$ cat config.mk
export PLATFORM = sky130hd
export DESIGN_NAME = median_select_ctrl
export DESIGN_NICKNAME = d
export VERILOG_FILES = /design/src/rtl/median_select_ctrl.sv
export SDC_FILE = /design/constraint.sdc
export NUM_CORES = 1
export LEC_CHECK = 0
export ABC_AREA = 1
export CORE_MARGIN = 2
export CORE_UTILIZATION = 25
export DETAILED_ROUTE_END_ITERATION = 12
export SYNTH_ARGS = -nofsm -noshare
export SYNTH_HDL_FRONTEND = slang
export SYNTH_SLANG_ARGS = --single-unit
$ cat constraint.sdc
create_clock -name clk -period 8.1 [get_ports clk]
set_clock_uncertainty 0.05 [all_clocks]
set_input_delay 1.62 -clock clk [delete_from_list [all_inputs] [get_ports clk]]
set_output_delay 1.62 -clock clk [all_outputs]
set_load 0.005 [all_outputs]
$ cat src/rtl/median_select_ctrl.sv
// Iterative median search on one buffered window: load samples, then repeat partition
// passes against a pivot, narrowing [vlo,vhi] until rank k lands in the equal bucket.
module median_select_ctrl #(
  parameter int BUFF_SIZE     = 32,
  parameter int BUFF_SIZE_BIT = $clog2(BUFF_SIZE) + 1,
  parameter int MEDIAN_POS    = BUFF_SIZE / 2,
  parameter int INIT_PIVOT    = 128
) (
  input  logic       clk,
  input  logic       rst,
  input  logic       s_valid,
  output logic       s_ready,
  input  logic [7:0] s_data,
  output logic       m_valid,
  input  logic       m_ready,
  output logic [7:0] m_data,
  output logic [3:0] m_passes,
  output logic       busy
);
  localparam int IDX_W = $clog2(BUFF_SIZE);
  localparam logic [IDX_W-1:0]         LAST_IDX   = IDX_W'(BUFF_SIZE - 1);
  localparam logic [BUFF_SIZE_BIT-1:0] K_INIT     = BUFF_SIZE_BIT'(MEDIAN_POS);
  localparam logic [7:0]               PIVOT_INIT = 8'(INIT_PIVOT);

  typedef enum logic [1:0] {ST_LOAD, ST_SCAN, ST_DECIDE, ST_OUT} state_t;

  state_t                   state_q, state_d;
  logic [IDX_W-1:0]         wr_idx_q, wr_idx_d, rd_idx_q, rd_idx_d;
  logic [7:0]               vlo_q, vlo_d, vhi_q, vhi_d, pivot_q, pivot_d;
  logic [BUFF_SIZE_BIT-1:0] k_q, k_d;
  logic [BUFF_SIZE_BIT-1:0] lower_q, lower_d, equal_q, equal_d, larger_q, larger_d;
  logic [7:0]               min_lo_q, min_lo_d, max_lo_q, max_lo_d;
  logic [7:0]               min_hi_q, min_hi_d, max_hi_q, max_hi_d;
  logic [3:0]               passes_q, passes_d, m_passes_q, m_passes_d;
  logic [7:0]               m_data_q, m_data_d;
  logic [7:0]               sample_mem_q [BUFF_SIZE];

  logic                     wr_en, clear_cnt, in_range;
  logic [7:0]               samp, lo_mid, hi_mid;
  logic [8:0]               lo_sum, hi_sum;
  logic [BUFF_SIZE_BIT-1:0] le_sum;

  assign samp     = sample_mem_q[rd_idx_q];
  assign in_range = (samp >= vlo_q) && (samp <= vhi_q);
  assign le_sum   = lower_q + equal_q;
  assign lo_sum   = {1'b0, max_lo_q} + {1'b0, min_lo_q};
  assign hi_sum   = {1'b0, max_hi_q} + {1'b0, min_hi_q};
  assign lo_mid   = lo_sum[8:1];
  assign hi_mid   = hi_sum[8:1];

  always_comb begin
    state_d    = state_q;
    wr_idx_d   = wr_idx_q;
    rd_idx_d   = rd_idx_q;
    vlo_d      = vlo_q;
    vhi_d      = vhi_q;
    pivot_d    = pivot_q;
    k_d        = k_q;
    lower_d    = lower_q;
    equal_d    = equal_q;
    larger_d   = larger_q;
    min_lo_d   = min_lo_q;
    max_lo_d   = max_lo_q;
    min_hi_d   = min_hi_q;
    max_hi_d   = max_hi_q;
    passes_d   = passes_q;
    m_data_d   = m_data_q;
    m_passes_d = m_passes_q;
    wr_en      = 1'b0;
    clear_cnt  = 1'b0;

    unique case (state_q)
      ST_LOAD: begin
        if (s_valid) begin
          wr_en    = 1'b1;
          wr_idx_d = wr_idx_q + 1'b1;
          if (wr_idx_q == LAST_IDX) begin
            state_d   = ST_SCAN;
            clear_cnt = 1'b1;
          end
        end
      end
      ST_SCAN: begin
        if (in_range) begin
          if (samp < pivot_q) begin
            lower_d  = lower_q + 1'b1;
            min_lo_d = (samp < min_lo_q) ? samp : min_lo_q;
            max_lo_d = (samp > max_lo_q) ? samp : max_lo_q;
          end else if (samp == pivot_q) begin
            equal_d = equal_q + 1'b1;
          end else begin
            larger_d = larger_q + 1'b1;
            min_hi_d = (samp < min_hi_q) ? samp : min_hi_q;
            max_hi_d = (samp > max_hi_q) ? samp : max_hi_q;
          end
        end
        rd_idx_d = rd_idx_q + 1'b1;
        if (rd_idx_q == LAST_IDX) state_d = ST_DECIDE;
      end
      ST_DECIDE: begin
        passes_d = (passes_q == 4'hF) ? 4'hF : passes_q + 4'd1;
        if (lower_q > k_q) begin
          vhi_d     = pivot_q - 8'd1;
          pivot_d   = lo_mid;
          state_d   = ST_SCAN;
          clear_cnt = 1'b1;
        end else if (le_sum > k_q) begin
          m_data_d   = pivot_q;
          m_passes_d = passes_d;
          state_d    = ST_OUT;
        end else begin
          // Rank k is re-expressed relative to the surviving upper range.
          k_d       = k_q - le_sum;
          vlo_d     = pivot_q + 8'd1;
          pivot_d   = hi_mid;
          state_d   = ST_SCAN;
          clear_cnt = 1'b1;
        end
      end
      ST_OUT: begin
        if (m_ready) begin
          state_d  = ST_LOAD;
          wr_idx_d = '0;
          vlo_d    = 8'd0;
          vhi_d    = 8'd255;
          k_d      = K_INIT;
          pivot_d  = PIVOT_INIT;
          passes_d = 4'd0;
        end
      end
      default: state_d = ST_LOAD;
    endcase

    if (clear_cnt) begin
      rd_idx_d = '0;
      lower_d  = '0;
      equal_d  = '0;
      larger_d = '0;
      min_lo_d = 8'd255;
      max_lo_d = 8'd0;
      min_hi_d = 8'd255;
      max_hi_d = 8'd0;
    end
  end

  always_ff @(posedge clk or posedge rst) begin
    if (rst) begin
      state_q    <= ST_LOAD;
      wr_idx_q   <= '0;
      rd_idx_q   <= '0;
      vlo_q      <= 8'd0;
      vhi_q      <= 8'd255;
      pivot_q    <= PIVOT_INIT;
      k_q        <= K_INIT;
      lower_q    <= '0;
      equal_q    <= '0;
      larger_q   <= '0;
      min_lo_q   <= 8'd255;
      max_lo_q   <= 8'd0;
      min_hi_q   <= 8'd255;
      max_hi_q   <= 8'd0;
      passes_q   <= 4'd0;
      m_data_q   <= 8'd0;
      m_passes_q <= 4'd0;
    end else begin
      state_q    <= state_d;
      wr_idx_q   <= wr_idx_d;
      rd_idx_q   <= rd_idx_d;
      vlo_q      <= vlo_d;
      vhi_q      <= vhi_d;
      pivot_q    <= pivot_d;
      k_q        <= k_d;
      lower_q    <= lower_d;
      equal_q    <= equal_d;
      larger_q   <= larger_d;
      min_lo_q   <= min_lo_d;
      max_lo_q   <= max_lo_d;
      min_hi_q   <= min_hi_d;
      max_hi_q   <= max_hi_d;
      passes_q   <= passes_d;
      m_data_q   <= m_data_d;
      m_passes_q <= m_passes_d;
    end
  end

  // Sample storage carries no reset; it is always fully rewritten before a scan.
  always_ff @(posedge clk) begin
    if (wr_en) sample_mem_q[wr_idx_q] <= s_data;
  end

  assign s_ready  = (state_q == ST_LOAD);
  assign m_valid  = (state_q == ST_OUT);
  assign busy     = (state_q == ST_SCAN) || (state_q == ST_DECIDE);
  assign m_data   = m_data_q;
  assign m_passes = m_passes_q;
endmodule

Word level (Yosys, flattened, before mapping)

Memory sizes are Yosys's and may differ from the RTL's.
Index checks and enable logic that the tools add are counted.

Eq/ne operators: 17
Reduce and logical (&&, ||, !) cells: 26
Shift-type cells: 0
Bitwise logic cells: 1
Add/subtract/negate cells: 11
Multipliers: 0
Magnitude comparators: 9
Muxes and demuxes: 70
Div/mod/pow operators: 0

Operators with widths:

| operator                                                      | number |
|---|---|
| 8-bit two-way mux                                             | 30 |
| 6-bit two-way mux                                             | 12 |
| 8-bit one-hot mux with 2 select lines                         | 3 |
| 8-bit less-than comparator                                    | 3 |
| 5-bit two-way mux                                             | 4 |
| 4-bit AND reduction                                           | 5 |
| 2-bit nonzero test                                            | 10 |
| 8-bit by 8-bit adder with 9-bit output                        | 2 |
| 8-bit greater-than comparator                                 | 2 |
| 3-bit AND reduction                                           | 5 |
| 2-bit inequality test, second input constant                  | 7 |
| 6-bit by 1-bit adder with 6-bit output, second input constant | 2 |
| 6-bit greater-than comparator                                 | 2 |
| 2-bit two-way mux                                             | 6 |
| 6-bit one-hot mux with 2 select lines                         | 1 |
| 5-bit by 1-bit adder with 5-bit output, second input constant | 2 |
| 5-bit == test, second input constant                          | 2 |
| 5-bit one-hot mux with 2 select lines                         | 1 |
| 5-bit AND reduction                                           | 2 |
| 8-bit by 1-bit adder with 8-bit output, second input constant | 1 |
| 8-bit == test                                                 | 1 |
| 8-bit greater-or-equal comparator                             | 1 |
| 8-bit less-or-equal comparator                                | 1 |
| 1-bit two-way mux                                             | 8 |
| 18 further kinds                                              | 21 |

Register bits: 102
Memory bits (writable): 256
Bits in latches: 0
Logic and storage cells: 151
Input bits: 12
ROM bits: 0
Output and inout port bits: 15
Memories kept: 1

Memory list:

| name         | depth | bits a word | rd ports | clocked after memory_dff | wr ports | line | source |
|---|---|---|---|---|---|---|---|
| sample_mem_q | 32    | 8           | 1        | 0                        | 1        | 36   | `logic [7:0] sample_mem_q [BUFF_SIZE];` |

Logic depth before layout (Yosys ltp)

An unclocked memory read counts as a cell.

Depth in word-level cells: 8
Mapped depth: 25
Mapped depth without buffers: 24

Worst setup path before layout

OpenSTA, ideal clock, no wires.

Path kind: reg2reg
From: reg rd_idx_q[0]
To: reg max_lo_q[1]
Buffers on the path: 4
Setup time: 0.124 ns
Data required time: 7.926 ns
Setup slack: 4.684 ns
Data arrival time: 3.243 ns
Stages on the path, launching flop included: 25
Cell sequence: dfrtp_1 inv_2 buf_2 buf_2 clkbuf_1 nor2_1 o22ai_1 nand2_1 nand4_1 nand2_1 inv_1 ha_1 a21oi_1 o21ai_0 a21oi_1 o21ai_1 inv_1 nand2_1 nor2_2 inv_1 nand2_2 nand2_2 buf_2 nor2_1 a21oi_1

Cells in the longest elaborated chain, start to end: 6

Ends and longest elaborated chain:

| element                                                                   | line | source |
|---|---|---|
| start: declaration                                                        | 28   | `logic [IDX_W-1:0] wr_idx_q, wr_idx_d, rd_idx_q, rd_idx_d;` |
| start signal: assignment                                                  | 168  | `rd_idx_q <= rd_idx_d;` |
| memory read 32 x 8 bit *                                                  | n/a  |  |
| branches (longest 5 deep; another with 8-bit greater-or-equal comparator) | n/a  |  |
| end signal: assignment                                                    | 177  | `max_lo_q <= max_lo_d;` |
| end: declaration                                                          | 32   | `logic [7:0] min_lo_q, min_lo_d, max_lo_q, max_lo_d;` |

Mark *: on every way between the ends. The select of a mux whose other input is x is not followed.
A chain may end at the register's enable or synchronous reset.

Worst setup path after layout

From: reg rd_idx_q[0]
To: reg max_lo_q[2]

The elaborated chain is that of the path after synthesis.

==> impl_metrics.tcl <==
set metrics [dict create \
    postRouteAntennaNets 0 \
    grt_overflow_total 0 \
    end_kind "register" \
    cp.arrival_ps 5850 \
    clk_latency_ps 570 \
    min_delay_path_depth 2 \
    synth_cell_types 45 \
    cts-root-buf "clkbuf_16" \
    hold_path_class "reg -> reg" \
    worst_pin_slew_ps 1040 \
    p_leak_nw 7.54 \
    reg2reg_from "rd_idx_q[0]$_DFFE_PP0P_" \
    synthFlopType "edfxtp_1" \
    final_cell_mix "edfxtp_1 (256), nand2_1 (247), nor2_1 (217), o21ai_0 (191), inv_1 (160)" \
    syn_area_um2 17200 \
    min-delay-start "m_data[0]$_DFFE_PP0P_" \
    finalNonFillerCells 2603 \
    status "finished, final reports clean" \
    cts_hold_buf 0 \
    grt_pass1_wl_um 71500 \
    clk_pin_slew_ps 60 \
    cts_buffer_depth 3 \
    hold_viol_final 0 \
    seqCellArea_um2 10300 \
    start_kind "register" \
    grt_max_degree 80 \
    via_count 12468 \
    fin_crit_ps 5470 \
    netlist_instances 1677 \
    cts_buffers 39 \
    cts_max_level 2 \
    drive_gt1_frac 0.0651 \
    setup_viol 0 \
    cap_violations 0 \
    rsz0062_at_grt "false" \
    synthesis.nets 1794 \
    via_per_inst 4.79 \
    ir_drop_mv 0.233 \
    antenna_found_initial 0 \
    wl_per_cell_um 17.4 \
    hold_ws_ps 431 \
    rows 96 \
    cp_max_fo 70 \
    nFillCells 6968 \
    final_common_cell "edfxtp_1" \
    cts_post_setup_buffers_inserted 0 \
    critPathKind "reg -> reg" \
    core_um2 68300 \
    ioPinCount 27 \
    port_buffers 26 \
    routed_wl_um 45400 \
    p_per_area_nw_per_um2 391 \
    cts_tree "built" \
    hpwl_um 30000 \
    period_share 0.675 \
    worst-r2r-cell-count 22 \
    synth_seq_cells 358 \
    post-route-util 0.288 \
    synth_edf_count 256 \
    slew_violations 0 \
    cp-startpoint "rd_idx_q[0]$_DFFE_PP0P_" \
    dieArea_um2 71000 \
    cts_repair_resize_count 0 \
    grt_pass1_vias 12498 \
    crit_required_ps 8480 \
    place_congestion 0.879 \
    start_util 0.252 \
    dieHeight_um 266 \
    dp.cells 2533 \
    clock_sinks 358 \
    fin_tns_setup_ps 0 \
    ys_warn_count 0 \
    final_nets 1809 \
    seq_area_frac_synth 0.596 \
    timing.fmax_mhz 183 \
    die_x_um 266 \
    multi_input_area_um2 6050 \
    syn_area_per_cell_um2 10.3 \
    first_iter_violations 1074 \
    async_flop_share 0.285 \
    antenna_cells 0 \
    power.total_mw 7.69 \
    maxSlewHeadroom 0.304 \
    drtPass1Iterations 5 \
    syn_to_final_growth_pct 14.2 \
    track_usage 0.128 \
    drc 0 \
]
## kinds of logic (layout without fill, tap and decap cells)
family          Yosys count  count (layout)  synth area share
xor+xnor                 17              17           0.00864
fa+ha+maj               105             105            0.0780
flops                   358             358             0.596
simple gates            590             590             0.141
compound gates          375             375             0.124
buf+inv                 232             276            0.0523
## power by group
part | total (mW) | switching, mW | internal (mW)
registers | 2.48 | 0.214 | 2.27
clock network | 1.73 | 0.741 | 0.984
logic | 3.48 | 2.33 | 1.16
## through the flow
step                      setup WS, ps  area (um2)
after floorplan                   3800       17200
after global placement            2760       18400
after detailed placement          2700       18400
after CTS                         2690       19700
after global routing              2040       19700
final                             2630       19700
## per-layer routing
metal  vias up  track usage  part of all wire
met4         0       0.0425             0.025
met3        76       0.0196             0.063
met5         -            0                 0
li1       5907            -                 -
met1      6055        0.167              0.43
met2       430        0.217              0.48
## synthesized netlist by cell type, types with 3 or more instances
cell | number | area [um2]
edfxtp_1 | 256 | 7690
nand2_1 | 247 | 927
nor2_1 | 217 | 815
o21ai_0 | 191 | 956
inv_1 | 161 | 604
ha_1 | 101 | 1260
dfrtp_1 | 76 | 1900
nand3_1 | 76 | 380
a21oi_1 | 68 | 340
o22ai_1 | 43 | 269
clkbuf_1 | 42 | 158
dfstp_2 | 26 | 683
nand4_1 | 23 | 144
o221ai_1 | 23 | 201
buf_2 | 19 | 95.1
xor2_1 | 12 | 105
nor3_1 | 11 | 55.1
o211ai_1 | 10 | 75.1
o21ai_1 | 8 | 40.0
a31oi_1 | 7 | 43.8
o31ai_1 | 7 | 52.6
nand2_2 | 5 | 31.3
xnor2_1 | 5 | 43.8
fa_1 | 4 | 80.1
nor4_1 | 4 | 25.0
o21bai_1 | 4 | 30.0
a211oi_1 | 3 | 22.5
clkinv_1 | 3 | 11.3
or2_2 | 3 | 18.8
## path summary, 6_finish.rpt
kind                                           end  slack (ps)
max reg2reg                max_lo_q[2]$_DFFE_PP0P_        2630
min in group asynchronous       k_q[3]$_DFFE_PP0P_        1450
max in group asynchronous  max_hi_q[3]$_DFFE_PP0P_        5350
max                        max_lo_q[2]$_DFFE_PP0P_        2630
min reg2reg                  m_data[0]$_DFFE_PP0P_         430
min                          m_data[0]$_DFFE_PP0P_         430
## sequential cells by signal, summed over array words and instances, names as in the netlist
signal and count:
sample_mem_q 256, m_data 8, max_hi_q 8, max_lo_q 8, min_hi_q 8, min_lo_q 8, pivot_q 8, vhi_q 8
vlo_q 8, equal_q 6, k_q 6, lower_q 6, rd_idx_q 5, wr_idx_q 5, m_passes 4, passes_q 4
state_q 2
## worst max-delay path, cell delays in order (launching register included)
cell	delay, ps
dfrtp_4	770
clkinv_2	900
buf_12	510
o21ai_0	190
o22ai_1	100
nand2_1	90
nand4_1	180
nand2_1	230
inv_1	230
ha_1	360
nand2_1	50
nor2_1	110
nand4_1	100
o2111ai_1	120
o21ai_1	100
inv_1	100
nand2_1	100
nor2_2	260
inv_1	130
nand2_2	150
nand2_2	210
nor2_1	150
a21oi_1	50
## layout make-up
class                   instances  area share
flip-flops and latches        358       0.523
multi-input cells            1087       0.308
well taps                     882      0.0561
clock buffers                  48      0.0529
inverters                     166      0.0319
repair buffers                 40      0.0192
clock inverters                22     0.00942
No activity file was read; power rests on OpenSTA's default activity.
